[src/rtl/lgn_frame_sequencer.sv]
`default_nettype none
// ============================================================================
// Module   : lgn_frame_sequencer
// Brief    : Streams one binarized image into the logic-gate-network core,
//            waits for the result to settle and holds the captured arg-max.
// Revision : 1.0 - initial release
// ============================================================================
module lgn_frame_sequencer #(
    parameter int FRAME_BYTES   = 128,
    parameter int SETTLE_CYCLES = 4,
    parameter int IDX_W         = 4,
    parameter int VAL_W         = 8,
    parameter int CNT_W         = $clog2(FRAME_BYTES + 1)
) (
    input  logic             clk,
    input  logic             rst_n,
    input  logic             frame_start,
    input  logic [7:0]       in_data,
    input  logic             in_valid,
    output logic             in_ready,
    output logic             lgn_we,
    output logic [7:0]       lgn_data,
    input  logic [IDX_W-1:0] lgn_index,
    input  logic [VAL_W-1:0] lgn_value,
    output logic             result_valid,
    input  logic             result_ack,
    output logic [IDX_W-1:0] result_index,
    output logic [VAL_W-1:0] result_value,
    output logic             busy,
    output logic [CNT_W-1:0] byte_count,
    output logic [7:0]       frame_count
);

    localparam int SET_W = (SETTLE_CYCLES > 1) ? $clog2(SETTLE_CYCLES) : 1;

    localparam logic [1:0] S_IDLE   = 2'd0;
    localparam logic [1:0] S_LOAD   = 2'd1;
    localparam logic [1:0] S_SETTLE = 2'd2;
    localparam logic [1:0] S_DONE   = 2'd3;

    logic [1:0]       r_state;
    logic [CNT_W-1:0] r_byte_count;
    logic [SET_W-1:0] r_settle;
    logic [7:0]       r_frame_count;
    logic             r_result_valid;
    logic [IDX_W-1:0] r_result_index;
    logic [VAL_W-1:0] r_result_value;

    logic w_accept;
    logic w_last;
    logic w_capture;

    // rst_n gates ready combinationally so no byte can be offered during reset
    assign in_ready  = rst_n & (r_state != S_SETTLE) & ~frame_start;
    assign w_accept  = in_valid & in_ready;
    assign w_last    = w_accept && (r_state == S_LOAD) &&
                       (r_byte_count == CNT_W'(FRAME_BYTES - 1));
    assign w_capture = (r_state == S_SETTLE) && !frame_start &&
                       (r_settle == SET_W'(SETTLE_CYCLES - 1));

    assign lgn_we       = w_accept;
    assign lgn_data     = in_data;
    assign busy         = (r_state == S_LOAD) || (r_state == S_SETTLE);
    assign byte_count   = r_byte_count;
    assign frame_count  = r_frame_count;
    assign result_valid = r_result_valid;
    assign result_index = r_result_index;
    assign result_value = r_result_value;

    always_ff @(posedge clk or negedge rst_n) begin
        if (!rst_n) begin
            r_state       <= S_IDLE;
            r_byte_count  <= '0;
            r_settle      <= '0;
            r_frame_count <= '0;
        end else if (frame_start) begin
            r_state      <= S_IDLE;
            r_byte_count <= '0;
            r_settle     <= '0;
        end else begin
            case (r_state)
                S_IDLE, S_DONE: begin
                    if (w_accept) begin
                        r_byte_count <= CNT_W'(1);
                        r_state      <= S_LOAD;
                    end
                end
                S_LOAD: begin
                    if (w_accept) begin
                        r_byte_count <= r_byte_count + CNT_W'(1);
                        if (w_last) begin
                            r_state  <= S_SETTLE;
                            r_settle <= '0;
                        end
                    end
                end
                S_SETTLE: begin
                    if (w_capture) begin
                        r_state       <= S_DONE;
                        r_byte_count  <= '0;
                        r_frame_count <= r_frame_count + 8'd1;
                    end else begin
                        r_settle <= r_settle + SET_W'(1);
                    end
                end
                default: r_state <= S_IDLE;
            endcase
        end
    end

    // A capture overrides a coincident acknowledge; an abort freezes the result.
    always_ff @(posedge clk or negedge rst_n) begin
        if (!rst_n) begin
            r_result_valid <= 1'b0;
            r_result_index <= '0;
            r_result_value <= '0;
        end else if (w_capture) begin
            r_result_valid <= 1'b1;
            r_result_index <= lgn_index;
            r_result_value <= lgn_value;
        end else if (result_ack && !frame_start) begin
            r_result_valid <= 1'b0;
        end
    end

endmodule
`default_nettype wire

[config.mk]
export PLATFORM = sky130hd
export DESIGN_NAME = lgn_frame_sequencer
export DESIGN_NICKNAME = d
export VERILOG_FILES = /design/src/rtl/lgn_frame_sequencer.sv
export SDC_FILE = /design/constraint.sdc
export NUM_CORES = 1
export LEC_CHECK = 0
export ABC_AREA = 1
export BUFFER_PORTS_ARGS = -buffer_cell sky130_fd_sc_hd__buf_2
export CAP_MARGIN = 20
export CORE_ASPECT_RATIO = 1.75
export CORE_MARGIN = 3
export CORE_UTILIZATION = 49
export CTS_CLUSTER_DIAMETER = 200
export DETAILED_ROUTE_END_ITERATION = 7
export HOLD_SLACK_MARGIN = 0.15
export PLACE_DENSITY = 0.8
export SYNTH_ARGS = -nofsm -noshare
export SYNTH_HDL_FRONTEND = slang
export SYNTH_SLANG_ARGS = --single-unit
[constraint.sdc]
create_clock -name clk -period 2 [get_ports clk]
set_input_delay 0.1 -clock clk [delete_from_list [all_inputs] [get_ports clk]]
set_output_delay 0.1 -clock clk [all_outputs]
set_load 0.02 [all_outputs]
### Word-level counts from Yosys, hierarchy flattened

Cells that the tools add are included.

| operators by class | value |
|---|---|
| $add $sub $neg | 3 |
| eq/ne operators | 11 |
| muxes and demuxes | 18 |
| bitwise logic cells | 4 |
| reduce and logical (&&, ||, !) cells | 15 |

Operators with widths:

| kind | count |
|---|---|
| 2-to-1 mux 8 bit | 4 |
| case mux 8 bit (3 select lines) | 1 |
| 2-to-1 mux 2 bit | 9 |
| adder 8 x 1 -> 8 bit, second input constant | 2 |
| inequality test 3 bit, second input constant | 5 |
| equality test 8 x 7 -> 1 bit, second input constant | 1 |
| AND reduction 4 bit | 2 |
| equality test 2 bit, second input constant | 3 |
| case mux 2 bit (3 select lines) | 1 |
| AND reduction 3 bit | 2 |
| logical AND 1 bit | 5 |
| case mux 2 bit (2 select lines) | 1 |
| bitwise AND 1 bit | 3 |
| nonzero test 3 bit | 1 |
| adder 2 x 1 -> 2 bit, second input constant | 1 |
| equality test 2 x 1 -> 1 bit, second input constant | 1 |
| zero test 2 bit | 1 |
| 2-to-1 mux 1 bit | 2 |
| inequality test 2 bit, second input constant | 1 |
| nonzero test 2 bit | 1 |
| OR reduction 2 bit | 1 |
| zero test 1 bit | 1 |
| logical OR 1 bit | 1 |
| NOT 1 bit | 1 |

| word-level totals | value |
|---|---|
| register bits | 33 |
| input port bits | 25 |
| output and inout bits | 40 |
| logic and storage cells | 58 |

### Logic depth before layout (Yosys ltp)

Gate-level depths: netlist (run 1).

| depth | value |
|---|---|
| depth in word-level cells | 10 |
| mapped depth | 10 |
| mapped depth without buffers | 10 |

### Worst setup path after synthesis (run 1)

No wires, ideal clock.

| timing | value |
|---|---|
| path kind | reg2reg |
| start | register r_state[0] |
| end | register r_state[0] |
| data arrival time | 1.403 ns |
| data required time | 1.883 ns |
| setup slack | 0.481 ns |
| stages on the path, launching flop included | 11 |
| clock period less this slack | 1.519 ns |
| cell sequence | dfrtp_1 > inv_1 > ha_1 > nor2_4 > nand3_2 > nand2_2 > nand2_4 > inv_2 > nand2_1 > nand2_1 > nand2_1 |

| between the ends | value |
|---|---|
| longest elaborated chain between the ends | 8 |
| elaborated cells between the ends (all ways) | 20 |
| those cells by class | eq/ne (8); mux (2); bitwise (3); reduce/logical (7) |

Ends and longest elaborated chain:

| item | line | source |
|---|---|---|
| start, declared | 41 | `logic [1:0] r_state;` |
| start signal, assigned | 72 | `r_state <= S_IDLE;` |
| start signal, assigned | 77 | `r_state <= S_IDLE;` |
| start signal, assigned | 85 | `r_state <= S_LOAD;` |
| inequality test 2 bit | 54 | `assign in_ready = rst_n & (r_state != S_SETTLE) & ~frame_start;` |
| bitwise AND 1 bit (2 in series) | 54 |  |
| bitwise AND 1 bit | 55 | `assign w_accept = in_valid & in_ready;` |
| logical AND 1 bit (2 in series) | 56 | `assign w_last = w_accept && (r_state == S_LOAD) &&` |
| inequality test 3 bit (no source line) | - |  |
| AND reduction 4 bit (no source line) | - |  |

Parallel ways exist; a longest one is shown, timed or not.
A chain may end at the register's enable or synchronous reset.

### Final worst setup path (run 1)

| timing | value |
|---|---|
| start | register r_state[0] |
| end | register r_state[1] |

The elaborated chain is that of the path after synthesis.

==> flow_metrics.env, run 1 <==
export IMPL_slew_violations=0
export IMPL_ios=65
export IMPL_worstRegToRegCells=10
export IMPL_pwr_share_clk=0.279
export IMPL_numCtsBuffers=5
export IMPL_drv_cap=0
export IMPL_startpoint_type="register"
export IMPL_cts_resized=0
export IMPL_worstMarginPinSlew_ns=0.3319
export IMPL_drt_wl_total_um=3837
export IMPL_place_gp_congestion=0.8121
export IMPL_ys_flop_type="dfrtp_1"
export IMPL_grt_usage=0.1904
export IMPL_criticalPathCategory="register to register"
export IMPL_comb_power_share=0.287
export IMPL_grt_pass1_vias=1478
export IMPL_initial_utilization=0.5157
export IMPL_post_route_util=0.6509
export IMPL_r2r_end="r_state[1]"
export IMPL_layout_min_cycle_time_ns=1.696
export IMPL_rows=28
export IMPL_holdPathEnd="lgn_data[2]"
export IMPL_die_y_um=85.52
export IMPL_synth_cell_types=28
export IMPL_ys_seq_area_frac=0.4664
export IMPL_finalHoldViolations=0
export IMPL_nets=314
export IMPL_startpoint="r_state[0]"
export IMPL_grt_max_degree=25
export IMPL_finalCritPeriodShare=0.8481
export IMPL_port_buffers=48
export IMPL_internal_power_w=0.001113
export IMPL_netSwitchingFraction=0.3502
export IMPL_clkLatencyLatePin_ns=0.28
export IMPL_htree_levels=2
export IMPL_yosys_area_top_type_share=0.4664
export IMPL_worst_slack_ns=0.3039
export IMPL_crit_fanout=10
export IMPL_min_delay_path_class="input port to output pin"
export IMPL_clkTransAtPathRegs_ns=0.07
export IMPL_synth_top_area_cell="dfrtp_1"
export IMPL_hold_depth=0
export IMPL_drt_vias_per_instance=4.796
export IMPL_clock_fmax_ghz=0.5896
export IMPL_r2r_slack_ns=0.30
export IMPL_syn_area_per_cell_sq_um=7.975
export IMPL_synth_edf_count=0
export IMPL_clock_sink_count=33
export IMPL_total_leakage_power_nw=1.285
export IMPL_ys_top_cells_by_count="85 x nand2_1, 33 x dfrtp_1, 20 x inv_1, 18 x nand3_1, 16 x nor2_1"
export IMPL_synth_seq_cells=33
export IMPL_place_ws_ns=0.3181
export IMPL_crit_arrival_ns=1.87
export IMPL_cp_required_ns=2.17
export IMPL_power_density_nw_per_um2=766.7
export IMPL_finalSetupViolations=0
export IMPL_rsz0062_at_grt="false"
export IMPL_switching_power_w=0.0006000
export IMPL_ys_warnings_count=0
export IMPL_clockBufferDepth=2
export IMPL_post_cts_buffers=0
export IMPL_synth_nets=253
export IMPL_async_flop_share=1.000
export IMPL_cts_root_buf="clkbuf_8"
export IMPL_area_delta_synth_final_pct=26.22
export IMPL_antenna_left=0
export IMPL_grt_pass1_wl_um=6396
export IMPL_dpl_hpwl_um=2783
export IMPL_grt_overflow=0
export IMPL_status="completed"
export IMPL_cts_tree="yes"
export IMPL_antenna_found_initial=0
export IMPL_antennaDiodeCount=0
export IMPL_finalSetupTns_ns=0
export IMPL_fp_dieW_um=51.44
export IMPL_cp_end_kind="register"
export IMPL_dr_pass1_iters=4
export IMPL_synth_area_top_cells="dfrtp_1 47%, nand2_1 18%, nand3_1 5.1%"
export IMPL_yosysMostFrequentCell="nand2_1"
export IMPL_drc=0
export IMPL_drtIter0Drc=24
export IMPL_min_from="in_data[2]"
export IMPL_seqPwrFrac=0.434
export IMPL_peakVddDrop_v=0.0005081
export IMPL_syn_inst=222
export IMPL_wl_per_cell_um=11.66
export IMPL_hold_ws_ns=0.2000
export IMPL_maxSlewHeadroom=0.7787
export IMPL_cts_hold_buf=14
export IMPL_via_count=1578
export IMPL_synthesis_area_sq_um=1770
export IMPL_die_area_sq_um=4399
export IMPL_power_w=0.001713
export IMPL_clock_skew_ns=0.005095
export IMPL_core_sq_um=3433
export IMPL_layout_drive_gt1_share=0.2465
export IMPL_reg2reg_from="r_state[0]"
==> area by class of cell <==
cell class | instances | area [sq um]
timing repair buffer | 64 | 395.4
tap | 45 | 56.30
sequential | 33 | 825.8
clock inverter | 2 | 10.01
multi-input combinational | 156 | 785.8
inverter | 23 | 88.84
fill | 327 | 1199
clock buffer | 6 | 72.57
==> how the worst max path moves through the flow <==
stage	end	slack, ns	cells after the start
after floorplan	r_state[0]	0.48	10
after global placement	r_state[0]	0.37	10
after detailed placement	r_state[1]	0.32	10
after CTS	r_state[1]	0.30	10
after global routing	r_state[1]	0.15	10
final	r_state[1]	0.30	10
==> critical path, cell delays in order, from the launching register on <==
cell,delay [ns]
dfrtp_1,0.40
inv_1,0.06
ha_1,0.31
nor2_4,0.17
nand3_2,0.09
nand2_2,0.15
nand2_4,0.11
inv_2,0.11
nand2_1,0.08
nand2_1,0.07
nand2_1,0.04
==> flip-flops by register name (all words and copies together) (netlist names) <==
| signal | flops |
|---|---|
| result_value | 8 |
| result_index | 4 |
| r_settle | 2 |
| result_valid | 1 |
| r_state | 2 |
| byte_count | 8 |
| frame_count | 8 |
==> cells in the final DEF, fill, tap and decap left out, types with 2 or more instances in the layout <==
master         instances
buf_2                 48
buf_4                  2
clkbuf_8               5
clkinv_2               2
dfrtp_1               33
dlygate4sd3_1         14
ha_1                   6
inv_1                 20
inv_2                  2
nand2_1               85
nand3_1               18
nand4_1                5
nor2_1                16
nor3_1                 2
o21ai_0                5
o21bai_1               2
xor2_1                 4
==> power groups by stage <==
stage | Sequential, W | Combinational (W) | Clock (W)
2_1_floorplan | 0.000766 | 0.000348 | 0
3_3_place_gp | 0.000754 | 0.000465 | 0
3_5_place_dp | 0.000756 | 0.000471 | 0
4_1_cts | 0.000744 | 0.000495 | 0.000490
5_1_grt | 0.000750 | 0.000559 | 0.000522
6_report | 0.000744 | 0.000491 | 0.000478
==> metrics by stage <==
step,instance area [sq um],instances
2_1_floorplan,1770,222
3_3_place_gp,2012,307
3_5_place_dp,2012,307
4_1_cts,2235,329
5_1_grt,2235,329
6_report,2235,329
==> per-layer routing <==
layer  wire length [um]  share of wire  global-route usage
met4                 88          0.023              0.1002
met1               1547           0.40              0.2172
met5                  0              0                   0
met2               2041           0.53              0.3329
met3                159          0.041             0.02783
==> cells by family (layout without fill, tap and decap cells) <==
kind of cell    Yosys count  count (layout)  share of synthesized area
simple gates            135             135                     0.3399
compound gates           10              10                    0.03674
buf+inv                  33              95                    0.08976
fa+ha+maj                 6               6                    0.04240
flops                    33              33                     0.4664
xor+xnor                  5               5                    0.02473
(Power assumes the default switching activity.)
==> run 2: changes to the inputs <==
Settings changed: CORE_UTILIZATION 49 to 44, PLACE_DENSITY 0.8 to 0.76.
Clock period 2 ns to 1.5 ns, I/O delays scaled along.
==> run 2 against run 1 <==
  * The run now ends with setup timing left
  * Highest routed layer unchanged
  * Sequential share of layout area fell by 5.0 points
  * Clock skew fell by 0.0025 ns
  * Clock power rose by 110%
  * Non-clock buffer count rose by 23
  * Die area rose by 10%
  * Setup slack got worse by 0.35 ns
  * Critical path depth fell by 2
  * Sequential power rose by 32%
  * Fmax rose by 10%
==> flow_metrics.env, run 2 (same netlist as run 1, synthesis figures left out) <==
export IMPL_r2r_end="byte_count[6]"
export IMPL_slowest_stage="dfrtp_1"
export IMPL_slew_violations=0
export IMPL_htree_levels=2
export IMPL_clockBufferDepth=2
export IMPL_peakVddDrop_v=0.001424
export IMPL_reg2reg_from="r_state[1]"
export IMPL_worst_path_largest_cell_delay_ns=0.44
export IMPL_dr_pass1_iters=4
export IMPL_finalSetupViolations=7
export IMPL_drtIter0Drc=65
export IMPL_layout_drive_gt1_share=0.3420
export IMPL_finalCritPeriodShare=1.028
export IMPL_wl_per_cell_um=14.38
export IMPL_initial_utilization=0.4737
export IMPL_min_delay_path_class="input port to output pin"
export IMPL_finalHoldViolations=0
export IMPL_power_density_nw_per_um2=1241
export IMPL_criticalPathCategory="register to register"
export IMPL_min_from="in_data[1]"
export IMPL_clkTransAtPathRegs_ns=0.07
export IMPL_antennaDiodeCount=0
export IMPL_port_buffers=48
export IMPL_finalSetupTns_ns=-0.1402
export IMPL_worst_slack_ns=-0.04189
export IMPL_worstMarginPinSlew_ns=0.3889
export IMPL_clkLatencyLatePin_ns=0.29
export IMPL_cp_required_ns=1.73
export IMPL_total_leakage_power_nw=1.457
export IMPL_cts_root_buf="clkbuf_8"
export IMPL_holdPathEnd="lgn_data[1]"
export IMPL_place_gp_congestion=0.8407
export IMPL_antenna_left=0
export IMPL_ios=65
export IMPL_cts_tree="yes"
export IMPL_drt_wl_total_um=5075
export IMPL_timing_critical_path_buf_inv=1
export IMPL_nets=337
export IMPL_failed_checks="setup timing"
export IMPL_clock_fmax_ghz=0.6486
export IMPL_worstRegToRegCells=8
export IMPL_grt_pass1_vias=1784
export IMPL_layout_commonest_cell="nand2_1"
export IMPL_grt_pass1_wl_um=8052
export IMPL_startpoint_type="register"
export IMPL_crit_arrival_ns=1.77
export IMPL_drt_vias_per_instance=5.017
export IMPL_via_count=1771
export IMPL_final_area_sq_um=2586
export IMPL_maxSlewHeadroom=0.7407
export IMPL_place_inst=324
export IMPL_hold_depth=0
export IMPL_place_area_sq_um=2136
export IMPL_rsz0062_at_grt="true"
export IMPL_fp_dieW_um=53.95
export IMPL_r2r_slack_ns=-0.04
export IMPL_layout_common_cells="83 x nand2_1, 46 x buf_2, 33 x dfrtp_1, 18 x buf_4, 17 x inv_1"
export IMPL_layout_min_cycle_time_ns=1.542
export IMPL_grt_overflow=0
export IMPL_drc=0
export IMPL_cp_cell_sequence="ha_4 -> nor2_4 -> nand3_2 -> nand2_4 -> nand2_8 -> o21bai_1 -> inv_1 -> nor2_2"
export IMPL_die_area_sq_um=4851
export IMPL_grt_max_degree=31
export IMPL_cp_top_family="simple AND/OR/NAND/NOR gates"
export IMPL_dpl_hpwl_um=3125
export IMPL_cp_end_kind="register"
export IMPL_grt_usage=0.2203
export IMPL_die_y_um=89.92
export IMPL_post_route_util=0.6920
export IMPL_antenna_found_initial=0
export IMPL_clock_sink_count=33
export IMPL_core_sq_um=3737
export IMPL_crit_fanout=7
export IMPL_drv_cap=0
export IMPL_rows=29
export IMPL_status="complete, but fails checks"
export IMPL_numCtsBuffers=5
export IMPL_finalNonFillerCells=353
export IMPL_area_delta_synth_final_pct=46.08
export IMPL_clock_skew_ns=0.002590
run 2: changes by cell type in the layout (fill, tap and decap cells not counted), sizes merged:
cell / change
clkinv: -1
dlygate4sd3: +1
clkbuf: -1
bufinv: +2
buf: +22
run 2: how the worst max path moves through the flow:
stage,startpoint,to,cells after the start
global route,r_state[1],byte_count[5],9
detailed placement,r_state[0],r_state[0],10
finish,r_state[1],byte_count[6],8
CTS,r_state[1],busy,5
global placement,r_state[0],r_state[1],10
floorplan,byte_count[0],r_state[0],8
run 2: timing repair:
item / CTS / global route
setup endpoints to repair: 4 / 15
setup buffers: 2 / 4
hold buffers: 15 / 0
pin swaps: 5 / 17
endpoints found under the hold margin: 46 / 0
gates resized for setup: 12 / 19
run 2: layout make-up:
cell class                 instances  area [sq um]
sequential                        33         825.8
multi-input combinational        156         869.6
clock inverter                     3         65.06
timing repair buffer              87         605.6
clock buffer                       5         68.82
inverter                          23         93.84
fill                             290          1151
tap                               46         57.56
run 2: layer usage:
layer,part of all wire,GRT usage,vias up
met5,0,0,-
met3,0.044,0.04636,20
li1,-,-,861
met1,0.36,0.2422,823
met4,0.039,0.1002,0
met2,0.56,0.3806,67
run 2: power breakdown:
part           total [W]  switching, W  internal [W]
sequential      0.000983     0.0000429      0.000940
combinational    0.00122      0.000644      0.000579
clock            0.00100      0.000344      0.000660
run 2: stage by stage:
| step | total power (W) | hold slack [ns] | worst slack [ns] |
|---|---|---|---|
| floorplan | 0.001493 | -0.2206 | 0.03544 |
| CTS | 0.002996 | 0.1501 | 0.003801 |
| detailed placement | 0.001819 | -0.08213 | 0.007326 |
| global placement | 0.001797 | -0.08134 | 0.07461 |
| global route | 0.003363 | 0.1500 | -0.1201 |
| finish | 0.003210 | 0.1500 | -0.04189 |
